## src/rtl/ps2_host_tx_if.sv

```systemverilog
// ps2_host_tx_if: command handshake and status pulses between the host logic
// and the PS/2 transmitter.
//   Handshake: a byte moves when tx_valid and tx_ready are both high on a
//   rising clk edge; tx_data must be stable while tx_valid is high, and
//   tx_ready is only high while the transmitter is idle.
interface ps2_host_tx_if;
  logic [7:0] tx_data;
  logic       tx_valid;
  logic       tx_ready;
  logic       busy;
  logic       done;
  logic       ack_err;
  logic       timeout;

  modport master (
    output tx_data, tx_valid,
    input  tx_ready, busy, done, ack_err, timeout
  );

  modport slave (
    input  tx_data, tx_valid,
    output tx_ready, busy, done, ack_err, timeout
  );
endinterface

```

## src/rtl/ps2_host_tx.sv

```systemverilog
// ps2_host_tx: PS/2 host-to-device transmitter. Inhibits the bus, drives a
// start bit, shifts out 8 data bits LSB first plus odd parity on device clock
// falls, releases for the stop bit and samples the device ACK.
// Optional build macro PS2_TX_TIMEOUT_EN adds a watchdog on the device clock.
module ps2_host_tx #(
  parameter int INHIBIT_CYCLES = 5000,
  parameter int TIMEOUT_CYCLES = 750000
) (
  input  logic              clk,
  input  logic              rst_n,
  ps2_host_tx_if.slave      bus,
  input  logic              ps2_clk_in,
  input  logic              ps2_data_in,
  output logic              ps2_clk_oe,
  output logic              ps2_data_oe,
  output logic [2:0]        state_dbg
);

  localparam logic [2:0] S_IDLE    = 3'd0;
  localparam logic [2:0] S_INHIBIT = 3'd1;
  localparam logic [2:0] S_REQ     = 3'd2;
  localparam logic [2:0] S_DATA    = 3'd3;
  localparam logic [2:0] S_ACK     = 3'd4;
  localparam logic [2:0] S_WAIT    = 3'd5;

  localparam int IW = $clog2(INHIBIT_CYCLES + 1);

  logic [2:0]    state;
  logic [1:0]    clk_sync;
  logic [1:0]    data_sync;
  logic          sync_clk_q;
  logic          sync_clk;
  logic          sync_data;
  logic          fall;
  logic [8:0]    frame;      // {parity, data}, shifted out from bit 0
  logic [3:0]    bit_cnt;    // device clock falls seen since the start bit
  logic [IW-1:0] inh_cnt;
  logic          ack_ok;
  logic          wd_expire;

  assign sync_clk  = clk_sync[1];
  assign sync_data = data_sync[1];
  assign fall      = sync_clk_q & ~sync_clk;

  assign state_dbg    = state;
  assign bus.tx_ready = (state == S_IDLE);
  assign bus.busy     = (state != S_IDLE);
  assign bus.ack_err  = (state == S_ACK) && fall && sync_data;
  assign bus.done     = (state == S_WAIT) && sync_clk && sync_data && ack_ok;

  // Two-flop synchronizers for the asynchronous PS/2 lines plus edge history.
  always_ff @(posedge clk or negedge rst_n) begin
    if (!rst_n) begin
      clk_sync   <= 2'b11;
      data_sync  <= 2'b11;
      sync_clk_q <= 1'b1;
    end else begin
      clk_sync   <= {clk_sync[0], ps2_clk_in};
      data_sync  <= {data_sync[0], ps2_data_in};
      sync_clk_q <= sync_clk;
    end
  end

`ifdef PS2_TX_TIMEOUT_EN
  localparam int WW = $clog2(TIMEOUT_CYCLES + 1);
  logic [WW-1:0] wd_cnt;
  logic          wd_run;

  assign wd_run      = (state == S_REQ) || (state == S_DATA) ||
                       (state == S_ACK) || (state == S_WAIT);
  assign wd_expire   = wd_run && !fall && (wd_cnt == WW'(TIMEOUT_CYCLES - 1));
  assign bus.timeout = wd_expire;

  // Watchdog: counts clk cycles since the last device clock fall.
  always_ff @(posedge clk or negedge rst_n) begin
    if (!rst_n) begin
      wd_cnt <= '0;
    end else if (!wd_run || fall) begin
      wd_cnt <= '0;
    end else begin
      wd_cnt <= wd_cnt + 1'b1;
    end
  end
`else
  assign wd_expire   = 1'b0;
  assign bus.timeout = 1'b0;
`endif

  // Frame sequencer: owns the state and both registered open-drain enables.
  always_ff @(posedge clk or negedge rst_n) begin
    if (!rst_n) begin
      state       <= S_IDLE;
      ps2_clk_oe  <= 1'b0;
      ps2_data_oe <= 1'b0;
      frame       <= '0;
      bit_cnt     <= '0;
      inh_cnt     <= '0;
      ack_ok      <= 1'b0;
    end else begin
      case (state)
        S_IDLE: begin
          if (bus.tx_valid) begin
            frame      <= {~^bus.tx_data, bus.tx_data};
            ack_ok     <= 1'b0;
            inh_cnt    <= '0;
            ps2_clk_oe <= 1'b1;
            state      <= S_INHIBIT;
          end
        end
        S_INHIBIT: begin
          // Clock release and start bit happen on the same edge.
          if (inh_cnt == IW'(INHIBIT_CYCLES - 1)) begin
            ps2_clk_oe  <= 1'b0;
            ps2_data_oe <= 1'b1;
            bit_cnt     <= '0;
            state       <= S_REQ;
          end else begin
            inh_cnt <= inh_cnt + 1'b1;
          end
        end
        S_REQ, S_DATA: begin
          if (fall) begin
            bit_cnt <= bit_cnt + 1'b1;
            if (bit_cnt == 4'd9) begin
              ps2_data_oe <= 1'b0;
              state       <= S_ACK;
            end else begin
              ps2_data_oe <= ~frame[0];
              frame       <= frame >> 1;
              state       <= S_DATA;
            end
          end
        end
        S_ACK: begin
          if (fall) begin
            ack_ok <= ~sync_data;
            state  <= S_WAIT;
          end
        end
        S_WAIT: begin
          if (sync_clk && sync_data) begin
            state <= S_IDLE;
          end
        end
        default: state <= S_IDLE;
      endcase
      if (wd_expire) begin
        ps2_clk_oe  <= 1'b0;
        ps2_data_oe <= 1'b0;
        state       <= S_IDLE;
      end
    end
  end

endmodule

```

## src/flat_wrapper.sv

```systemverilog
// flat-port wrapper written by rule: the top's interface ports become plain ports
module ps2_host_tx_flat 
#(
  parameter int INHIBIT_CYCLES = 5000,
  parameter int TIMEOUT_CYCLES = 750000
)
  (clk, rst_n, ps2_clk_in, ps2_data_in, ps2_clk_oe, ps2_data_oe, state_dbg, bus_tx_data, bus_tx_valid, bus_tx_ready, bus_busy, bus_done, bus_ack_err, bus_timeout);
  ps2_host_tx_if bus_i ();
  input  logic clk;
  input  logic rst_n;
  input  logic ps2_clk_in;
  input  logic ps2_data_in;
  output logic ps2_clk_oe;
  output logic ps2_data_oe;
  output logic [2:0] state_dbg;
  input wire logic [$bits(bus_i.tx_data)-1:0] bus_tx_data;
  input wire logic [$bits(bus_i.tx_valid)-1:0] bus_tx_valid;
  output wire logic [$bits(bus_i.tx_ready)-1:0] bus_tx_ready;
  output wire logic [$bits(bus_i.busy)-1:0] bus_busy;
  output wire logic [$bits(bus_i.done)-1:0] bus_done;
  output wire logic [$bits(bus_i.ack_err)-1:0] bus_ack_err;
  output wire logic [$bits(bus_i.timeout)-1:0] bus_timeout;
  assign bus_i.tx_data = bus_tx_data;
  assign bus_i.tx_valid = bus_tx_valid;
  assign bus_tx_ready = bus_i.tx_ready;
  assign bus_busy = bus_i.busy;
  assign bus_done = bus_i.done;
  assign bus_ack_err = bus_i.ack_err;
  assign bus_timeout = bus_i.timeout;
  ps2_host_tx #(.INHIBIT_CYCLES(INHIBIT_CYCLES), .TIMEOUT_CYCLES(TIMEOUT_CYCLES)) u_core (.clk(clk), .rst_n(rst_n), .bus(bus_i), .ps2_clk_in(ps2_clk_in), .ps2_data_in(ps2_data_in), .ps2_clk_oe(ps2_clk_oe), .ps2_data_oe(ps2_data_oe), .state_dbg(state_dbg));
endmodule
```

## config.mk

```make
export PLATFORM = sky130hd
export DESIGN_NAME = ps2_host_tx_flat
export DESIGN_NICKNAME = d
export VERILOG_FILES = /design/src/rtl/ps2_host_tx_if.sv /design/src/rtl/ps2_host_tx.sv /design/src/flat_wrapper.sv
export SDC_FILE = /design/constraint.sdc
export NUM_CORES = 1
export LEC_CHECK = 0
export CAP_MARGIN = 20
export CELL_PAD_IN_SITES_DETAIL_PLACEMENT = 1
export CELL_PAD_IN_SITES_GLOBAL_PLACEMENT = 2
export CORE_MARGIN = 2
export CORE_UTILIZATION = 36
export DETAILED_ROUTE_END_ITERATION = 8
export PLACE_DENSITY_LB_ADDON = 0.3
export SLEW_MARGIN = 20
export SYNTH_ARGS = -nofsm -noshare
export SYNTH_HDL_FRONTEND = slang
export SYNTH_SLANG_ARGS = --single-unit
export TNS_END_PERCENT = 5
```

## constraint.sdc

```tcl
create_clock -name clk -period 2.8 [get_ports clk]
set_input_delay 0.7 -clock clk [delete_from_list [all_inputs] [get_ports clk]]
set_output_delay 0.7 -clock clk [all_outputs]
set_load 0.1 [all_outputs]
```

==> results of run 1 <==
## power groups by stage
stage          sequential, mW  clock, mW  combinational (mW)
6_report                0.865      0.361               0.893
5_1_grt                 0.894      0.406               0.970
4_1_cts                 0.866      0.381               0.905
3_5_place_dp            0.877          0               0.901
3_3_place_gp            0.860          0               0.860
2_1_floorplan           0.951          0               0.597
## registers in the layout, summed over array words and instances (netlist names)
name                cells
u_core.ps2_data_oe      1
u_core.frame            9
u_core.bit_cnt          4
u_core.inh_cnt         13
u_core.clk_sync         2
u_core.sync_clk_q       1
u_core.ps2_clk_oe       1
u_core.data_sync        2
u_core.state_dbg        3
u_core.ack_ok           1
## logic make-up (layout without fill, tap and decap cells)
family                     Yosys count  count (layout)
AOI/OAI and AO/OA                   53              53
xor gates and xnor gates             8               8
adders and majority gates            3               3
buffers and inverters               21              42
DFF                                 37              37
muxes                               19              19
other                                1               1
and+or+nand+nor                     60              60
## layout make-up
class	count	area, µm²
tap	72	90.1
clock buffer	6	72.6
multi-input combinational	144	1060
sequential	37	943
inverter	9	37.5
clock inverter	2	10.0
fill	610	3060
timing repair buffer	25	238
## metal layers
metal	wire [µm]	GRT usage [%]	up-vias	part of all wire, %
met3	134	3.73	9	2.6
met4	83	6.21	0	1.6
met1	2260	21.5	824	44
li1	-	-	782	-
met5	0	0	-	0
met2	2610	31.3	21	51
## worst max-delay path: cells and delay by family (launching register included)
family / cells / cell delay, ns
flops: 1 / 0.57
buf+inv: 1 / 0.21
simple gates: 2 / 0.47
## stage by stage
step / instances / setup slack, ns / cell area, µm² / setup TNS [ns] / util (%)
detailed placement: 287 / 0.537 / 2370 / 0 / 43.0
floorplan: 202 / -0.448 / 2110 / -0.467 / -
global placement: 287 / 0.593 / 2370 / 0 / 43.0
CTS: 295 / 0.518 / 2450 / 0 / 44.5
finish: 295 / 0.548 / 2450 / 0 / 44.5
global route: 295 / 0.473 / 2450 / 0 / 44.5
## worst max-delay path by stage
stage,start,depth (start not counted),slack [ns],to
after floorplan,u_core.state_dbg[1]$_DFFE_PN0P_,3,-0.45,bus_busy
after global placement,bus_tx_valid,4,0.59,u_core.frame[1]$_DFFE_PN0P_
after detailed placement,bus_tx_valid,4,0.54,u_core.frame[4]$_DFFE_PN0P_
after CTS,u_core.state_dbg[1]$_DFFE_PN0P_,3,0.52,bus_done
after global routing,u_core.state_dbg[2]$_DFFE_PN0P_,3,0.47,bus_busy
final,u_core.state_dbg[1]$_DFFE_PN0P_,3,0.55,bus_done
## layout by cell type (no fill, tap or decap), types with 3 or more instances in the layout
cell type,netlist,layout
dfrtp_1,32,29
o21ai_0,12,12
nor3_1,7,5
o22ai_1,3,3
dfrtp_4,0,3
clkbuf_8,0,5
buf_4,1,11
nor2_1,9,9
nor4_1,5,4
o31ai_1,9,9
clkdlybuf4s50_1,0,11
nand2_1,15,15
nand2b_1,4,4
ha_1,3,3
xnor2_1,7,7
nand3_1,4,4
inv_1,9,8
mux2_2,17,17
dfstp_2,5,5
a31oi_1,6,6
a21oi_1,8,8
==> flow_metrics.tcl, run 1 <==
set metrics [dict create \
    status "finished clean" \
    ys_ff_latch 37 \
    drv_slew 0 \
    cp_slowest_cell "dfrtp_4" \
    synth_nets 218 \
    swShare_pct 42.5 \
    portBuffers 21 \
    drive_gt1_share_pct 26.0 \
    overflow 0 \
    cap_violations 0 \
    ant_nets 0 \
    syn_avg_cell_area_um2 10.1 \
    max_stage_delay_ns 0.57 \
    leakagePower_nw 0.991 \
    cts_setup_buffers 0 \
    max-vdd-ir-drop_mv 0.549 \
    core_area_um2 5510 \
    min_from "u_core.data_sync[0]$_DFF_PN1_" \
    grt_pass1_vias 1744 \
    async_flop_share_pct 100 \
    htreeDepth 2 \
    rrSetupSlack_ns 0.63 \
    area_growth_syn_to_layout_pct 19.7 \
    power.density_nw_per_um2 865 \
    min_path_cells 0 \
    crit_chain "nand2b_1, nor3_2, buf_12" \
    reg2regPathDepth 5 \
    worstMarginPinSlew_ns 0.849 \
    synth_common_cells "dfrtp_1 (32), mux2_2 (17), nand2_1 (15)" \
    synth.largest_area_cell "dfrtp_1" \
    synthesis.instances 202 \
    pwr-share-comb_pct 42.2 \
    synth_top_flop_cell "dfrtp_1" \
    synth_area_leaders "dfrtp_1 (39%), mux2_2 (9.4%), dfstp_2 (6.4%)" \
    synth_xor_area_share_pct 3.42 \
    rr_endpoint "u_core.inh_cnt[11]$_DFFE_PN0P_" \
    cp.required_ns 2.10 \
    holdPathEnd "u_core.data_sync[1]$_DFF_PN1_" \
    cts_buffers 5 \
    hold_class "reg2reg" \
    start_util_pct 37.2 \
    ys_types 49 \
    synth.top_cell.area_share_pct 39.1 \
    synth_fa_ha_area_share_pct 1.83 \
    clkSlewWorstSetupHoldPaths_ns 0.07 \
    dr.pass1.iters 4 \
    synth.yosys.warnings 0 \
    cp.arrival_ns 1.55 \
    first_iter_violations 52 \
    synth_top_family_by_area "compound AO/OA/AOI/OAI gates" \
    yosysSeqAreaShare_pct 45.5 \
    rsz0062_at_grt "false" \
    setup_viol 0 \
    root_buffer "clkbuf_8" \
    timing.fmax_mhz 444 \
    dieArea_um2 6310 \
    grt_max_degree 38 \
    wl_um 5090 \
    synth_compound_area_share_pct 17.7 \
    ctsResizeCount 0 \
    p_clk_share_pct 17.0 \
    syn_area_um2 2050 \
    worst_setup_path_end_kind "primary output" \
    drc 0 \
    place.gp.congestion 0.814 \
    cts_num_sinks 37 \
    wl_per_cell_um 17.3 \
    clk-insertion-delay-late_ns 0.29 \
    vias_per_cell 5.55 \
    io_pins 23 \
    p_seq_share_pct 40.8 \
    dp_hpwl_um 3670 \
    switchingPower_uw 901 \
    hold_viol 0 \
    cts-hold-fix-buffers 0 \
    die_x_um 79.4 \
    intPower_mw 1.22 \
    p_total_mw 2.12 \
    yosys-mux-area-fraction_pct 10.6 \
    fin_crit_sh_pct 80.4 \
    grt_pass1_wl_um 8630 \
    slew_headroom_pct 43.4 \
    tritoncts "built" \
    r2r-start "u_core.state_dbg[0]$_DFFE_PN0P_" \
    fin_nets 238 \
    min_period_ns 2.25 \
    vias 1636 \
    start_kind "register" \
    synth-simple-area-share_pct 16.6 \
    die_y_um 79.4 \
    antenna_found_initial 0 \
    yosysMostFrequentCell "dfrtp_1" \
    antenna_cells 0 \
    crit_fanout 15 \
    crit_type "reg2out" \
    hold_ws_ns 0.358 \
    finClkSkew_ns 0.00717 \
    num_rows 27 \
    synth-edff-count 0 \
    clk_path_buf_depth 2 \
    grt_usage_pct 17.8 \
]
(Power assumes the default switching activity.)
==> run 2: changes to the inputs <==
Clock period 2.8 ns to 2.3 ns, I/O delays scaled along.
==> run 2 against run 1 <==
Effect of this change:
- first-iteration DRC count down 46%
- setup slack worse by 0.43 ns
- sequential share of layout area fell by 1.9 points
- count of clock-buffer cells in the layout is 1 higher
- sequential power increased by 19%
- global-route usage fell by 0.15 points
- highest routed layer unchanged
- die area stayed put
- via count grew 2.1%
- final area increased by 5.1%
- flip-flop and latch count unchanged
- critical endpoint is now bus_busy
- worst hold slack worse by 0.11 ns
- cell count rose by 2.4%
==> flow_metrics.tcl, run 2 (same netlist as run 1, synthesis figures left out) <==
set metrics [dict create \
    regMostFlops "u_core.inh_cnt" \
    crit_type "reg2out" \
    grt_max_degree 23 \
    fin_area_um2 2570 \
    rsz0062_at_grt "false" \
    min_period_ns 2.18 \
    dieArea_um2 6310 \
    intPower_mw 1.68 \
    hold_class "in2async" \
    fin_crit_sh_pct 94.7 \
    dp_hpwl_um 3870 \
    power.density_nw_per_um2 1080 \
    clkSlewWorstSetupHoldPaths_ns 0.08 \
    p_seq_share_pct 36.9 \
    largest_reg_flops 13 \
    top_regs "u_core.inh_cnt x13, u_core.frame x9, u_core.bit_cnt x4" \
    swShare_pct 39.8 \
    cts_setup_buffers 0 \
    postPlaceCellArea_um2 2460 \
    hold_viol 0 \
    drc 0 \
    first_iter_violations 28 \
    worst_setup_path_end_kind "primary output" \
    vias_per_cell 5.53 \
    ant_nets 0 \
    drv_slew 0 \
    cp.arrival_ns 1.60 \
    dr.pass1.iters 7 \
    portBuffers 21 \
    num_rows 27 \
    worst_slack_ns 0.121 \
    finClkSkew_ns 0.00635 \
    clk_path_buf_depth 2 \
    dp_cells 294 \
    place.gp.congestion 0.832 \
    clk-insertion-delay-late_ns 0.28 \
    max-vdd-ir-drop_mv 0.625 \
    grt_usage_pct 17.6 \
    timing.fmax_mhz 459 \
    cts_buffers 5 \
    grt_pass1_wl_um 8730 \
    overflow 0 \
    start_kind "register" \
    worstMarginPinSlew_ns 0.508 \
    crit_fanout 14 \
    status "finished clean" \
    wl_per_cell_um 17.1 \
    die_y_um 79.4 \
    area_growth_syn_to_layout_pct 25.8 \
    ctsResizeCount 0 \
    switchingPower_mw 1.11 \
    fin_nets 245 \
    fillers 607 \
    cts_num_sinks 37 \
    final_cell_mix "dfrtp_1 (29), mux2_2 (17), nand2_1 (15), buf_4 (15), o21ai_0 (12)" \
    max_stage_delay_ns 0.57 \
    start_util_pct 37.2 \
    core_area_um2 5510 \
    grt_pass1_vias 1822 \
    htreeDepth 2 \
    drive_gt1_share_pct 28.3 \
    p_clk_share_pct 21.1 \
    p_total_mw 2.79 \
    leakagePower_nw 1.06 \
    pwr-share-comb_pct 42.0 \
    antenna_cells 0 \
    final_common_cell "dfrtp_1" \
    cp_slowest_cell "dfrtp_4" \
    cp_num_buf_inv 2 \
    tritoncts "built" \
    layoutNonFillerInstCount 302 \
    crit_chain "nor3_4, clkinvlp_4, buf_12" \
    antenna_found_initial 0 \
    crit_family "flip-flops" \
    cp.required_ns 1.73 \
    die_x_um 79.4 \
    wl_um 5160 \
    cts-hold-fix-buffers 0 \
    cap_violations 0 \
    vias 1670 \
    setup_viol 0 \
    slew_headroom_pct 66.1 \
    utilization_pct 46.8 \
    root_buffer "clkbuf_8" \
    dp_slack_ns 0.195 \
    io_pins 23 \
]
==> run 2: area by class of cell <==
class / instances / area (µm²) / area share (%)
well taps: 72 / 90.1 / 3.50
multi-input cells: 144 / 1060 / 41.2
clock buffers: 7 / 86.3 / 3.35
inverters: 9 / 37.5 / 1.46
repair buffers: 32 / 328 / 12.7
clock inverters: 1 / 30.0 / 1.17
flip-flops and latches: 37 / 943 / 36.6
==> run 2: metrics by stage <==
step / hold WS [ns] / setup TNS [ns]
6_report: 0.250 / 0
5_1_grt: 0.280 / 0
4_1_cts: 0.269 / 0
3_5_place_dp: 0.350 / 0
3_3_place_gp: 0.346 / 0
2_1_floorplan: 0.279 / -1.47
==> run 2: worst register-to-register path, cell delays in order (launching register included) <==
cell,delay [ns]
dfrtp_1,0.43
or4b_4,0.57
nor4_4,0.46
a21oi_1,0.22
mux2_2,0.30
==> run 2: path summary, 6_finish.rpt <==
| check | start | depth (start not counted) | to | slack, ns |
|---|---|---|---|---|
| hold / removal | rst_n | 1 | u_core.inh_cnt[3]$_DFFE_PN0P_ | 0.25 |
| max in group asynchronous | rst_n | 2 | u_core.bit_cnt[1]$_DFFE_PN0P_ | 1.44 |
| hold reg to reg | u_core.data_sync[0]$_DFF_PN1_ | 0 | u_core.data_sync[1]$_DFF_PN1_ | 0.36 |
| min in group clk | u_core.data_sync[0]$_DFF_PN1_ | 0 | u_core.data_sync[1]$_DFF_PN1_ | 0.36 |
| setup reg to reg | u_core.inh_cnt[10]$_DFFE_PN0P_ | 4 | u_core.bit_cnt[0]$_DFFE_PN0P_ | 0.21 |
| setup / recovery | u_core.state_dbg[2]$_DFFE_PN0P_ | 3 | bus_busy | 0.12 |
==> run 2: power by group through the flow <==
stage | clock [mW] | sequential, mW | combinational [mW]
2_1_floorplan | 0 | 1.16 | 0.726
4_1_cts | 0.603 | 1.03 | 1.19
6_report | 0.589 | 1.03 | 1.17
3_3_place_gp | 0 | 1.02 | 1.13
5_1_grt | 0.633 | 1.06 | 1.28
3_5_place_dp | 0 | 1.04 | 1.19
==> run 2: layer usage <==
| metal | global-route usage, % | part of all wire [%] | vias to the layer above |
|---|---|---|---|
| met4 | 4.83 | 0.37 | 0 |
| met2 | 31.1 | 52 | 24 |
| li1 | - | - | 797 |
| met1 | 22.3 | 45 | 847 |
| met3 | 2.83 | 2.7 | 2 |
| met5 | 0 | 0 | - |
==> run 3: changes to the inputs <==
Settings changed: CORE_MARGIN 2 to 4, CTS_CLUSTER_DIAMETER set to 200.
Clock period 2.3 ns to 2.1 ns, I/O delays scaled along.
==> run 3 against run 2 <==
Effect of this change:
- cell count grew 2.3%
- core utilization grew 0.95 points
- setup slack lost 0.081 ns
- clock power shrank 19%
- global-route usage shrank 1.7 points
- first-iteration DRC count grew 96%
- critical endpoint is now bus_ack_err
- largest cell class unchanged
==> flow_metrics.tcl, run 3 (same netlist as run 1, synthesis figures left out) <==
set metrics [dict create \
    ant_nets 0 \
    antenna_cells 0 \
    cp.arrival_ns 1.54 \
    fin_nets 252 \
    worst_setup_path_end_kind "primary output" \
    drc 0 \
    final_common_cell "dfrtp_1" \
    power.density_nw_per_um2 1120 \
    htreeDepth 2 \
    cts_num_sinks 37 \
    p_clk_share_pct 16.3 \
    largest_reg_flops 13 \
    overflow 0 \
    p_seq_share_pct 38.8 \
    fin_crit_sh_pct 98.1 \
    dieArea_um2 6960 \
    start_kind "register" \
    regMostFlops "u_core.inh_cnt" \
    vias 1677 \
    clk_path_buf_depth 2 \
    cap_violations 0 \
    utilization_pct 47.7 \
    root_buffer "clkbuf_8" \
    num_rows 27 \
    die_y_um 83.4 \
    top_regs "u_core.inh_cnt x13, u_core.frame x9, u_core.bit_cnt x4" \
    die_x_um 83.4 \
    hold_ws_ns 0.111 \
    first_iter_violations 55 \
    area_growth_syn_to_layout_pct 28.4 \
    worst_slack_ns 0.0398 \
    hold_class "in2async" \
    timing.fmax_mhz 485 \
    antenna_found_initial 0 \
    portBuffers 21 \
    crit_fanout 14 \
    dp_slack_ns -0.0969 \
    drive_gt1_share_pct 31.2 \
    cp.required_ns 1.57 \
    final_cell_mix "dfrtp_1 (29), buf_4 (20), mux2_2 (17), nand2_1 (14), o21ai_0 (12)" \
    leakagePower_nw 1.09 \
    pwr-share-comb_pct 44.9 \
    dr.pass1.iters 4 \
    intPower_mw 1.73 \
    swShare_pct 41.1 \
    drv_slew 0 \
    setup_viol 0 \
    start_util_pct 37.2 \
    status "finished clean" \
    wl_um 5120 \
    grt_usage_pct 15.9 \
    cts_buffers 5 \
    max-vdd-ir-drop_mv 0.743 \
    io_pins 23 \
    clk-insertion-delay-late_ns 0.29 \
    tritoncts "built" \
    finClkSkew_ns 0.00610 \
    place.gp.congestion 0.775 \
    vias_per_cell 5.43 \
    cts-hold-fix-buffers 0 \
    grt_max_degree 16 \
    crit_type "reg2out" \
    dp_hpwl_um 3880 \
    hold_viol 0 \
    clkSlewWorstSetupHoldPaths_ns 0.08 \
    p_total_mw 2.93 \
    grt_pass1_vias 1832 \
    switchingPower_mw 1.20 \
    core_area_um2 5510 \
    min_period_ns 2.06 \
    wl_per_cell_um 16.6 \
    rsz0062_at_grt "true" \
    grt_pass1_wl_um 9080 \
]
-- run 3: cell count changes in the layout (fill, tap and decap cells not counted), sizes merged --
cell    delta
buf        +7
clkinv     +2
bufinv     -1
clkbuf     -1
-- run 3: repair_timing --
item | 4_1_cts | 5_1_grt
endpoints found under the setup margin | 8 | 6
resized for setup | 0 | 2
pin swaps | 4 | 1
buffers inserted | 2 | 2
-- run 3: routing by layer --
metal	global-route usage [%]	part of all wire, %	routed length, µm
met1	20.5	46	2330
met2	26.9	51	2620
met3	3.37	2.2	112
met4	4.46	1.0	52
met5	0	0	0
-- run 3: critical path, stage by stage, from the launching register on --
cell     delay, ns
dfrtp_4       0.54
nand2_1       0.15
nor4_4        0.34
buf_12        0.21
-- run 3: layout make-up --
cell class / instances / area, µm²
flip-flops and latches: 37 / 943
clock buffers: 6 / 72.6
well taps: 72 / 90.1
inverters: 9 / 37.5
repair buffers: 39 / 405
multi-input cells: 144 / 1070
fillers: 612 / 2880
clock inverters: 2 / 10.0
-- run 3: final timing paths --
| path | from | to | slack [ns] | cells after the start |
|---|---|---|---|---|
| max in group asynchronous | rst_n | u_core.data_sync[1]$_DFF_PN1_ | 1.43 | 2 |
| max | u_core.state_dbg[2]$_DFFE_PN0P_ | bus_ack_err | 0.04 | 3 |
| max reg2reg | u_core.inh_cnt[0]$_DFFE_PN0P_ | u_core.inh_cnt[11]$_DFFE_PN0P_ | 0.12 | 8 |
| min reg2reg | u_core.clk_sync[0]$_DFF_PN1_ | u_core.clk_sync[1]$_DFF_PN1_ | 0.36 | 0 |
| min in group clk | u_core.clk_sync[0]$_DFF_PN1_ | u_core.clk_sync[1]$_DFF_PN1_ | 0.36 | 0 |
| min | rst_n | u_core.inh_cnt[5]$_DFFE_PN0P_ | 0.11 | 1 |
-- run 3: power groups by stage --
stage | combinational, mW | clock, mW | sequential, mW
finish | 1.32 | 0.477 | 1.14
floorplan | 0.795 | 0 | 1.27
detailed placement | 1.31 | 0 | 1.15
CTS | 1.32 | 0.506 | 1.14
global route | 1.44 | 0.543 | 1.18
global placement | 1.27 | 0 | 1.13
-- run 3: per-stage QoR --
| step | TNS (ns) | cells | area [µm²] |
|---|---|---|---|
| after detailed placement | -0.176 | 297 | 2510 |
| after global placement | 0 | 297 | 2510 |
| after floorplan | -2.07 | 202 | 2110 |
| after global routing | -0.122 | 309 | 2630 |
| after CTS | -0.0331 | 307 | 2600 |
| final | 0 | 309 | 2630 |
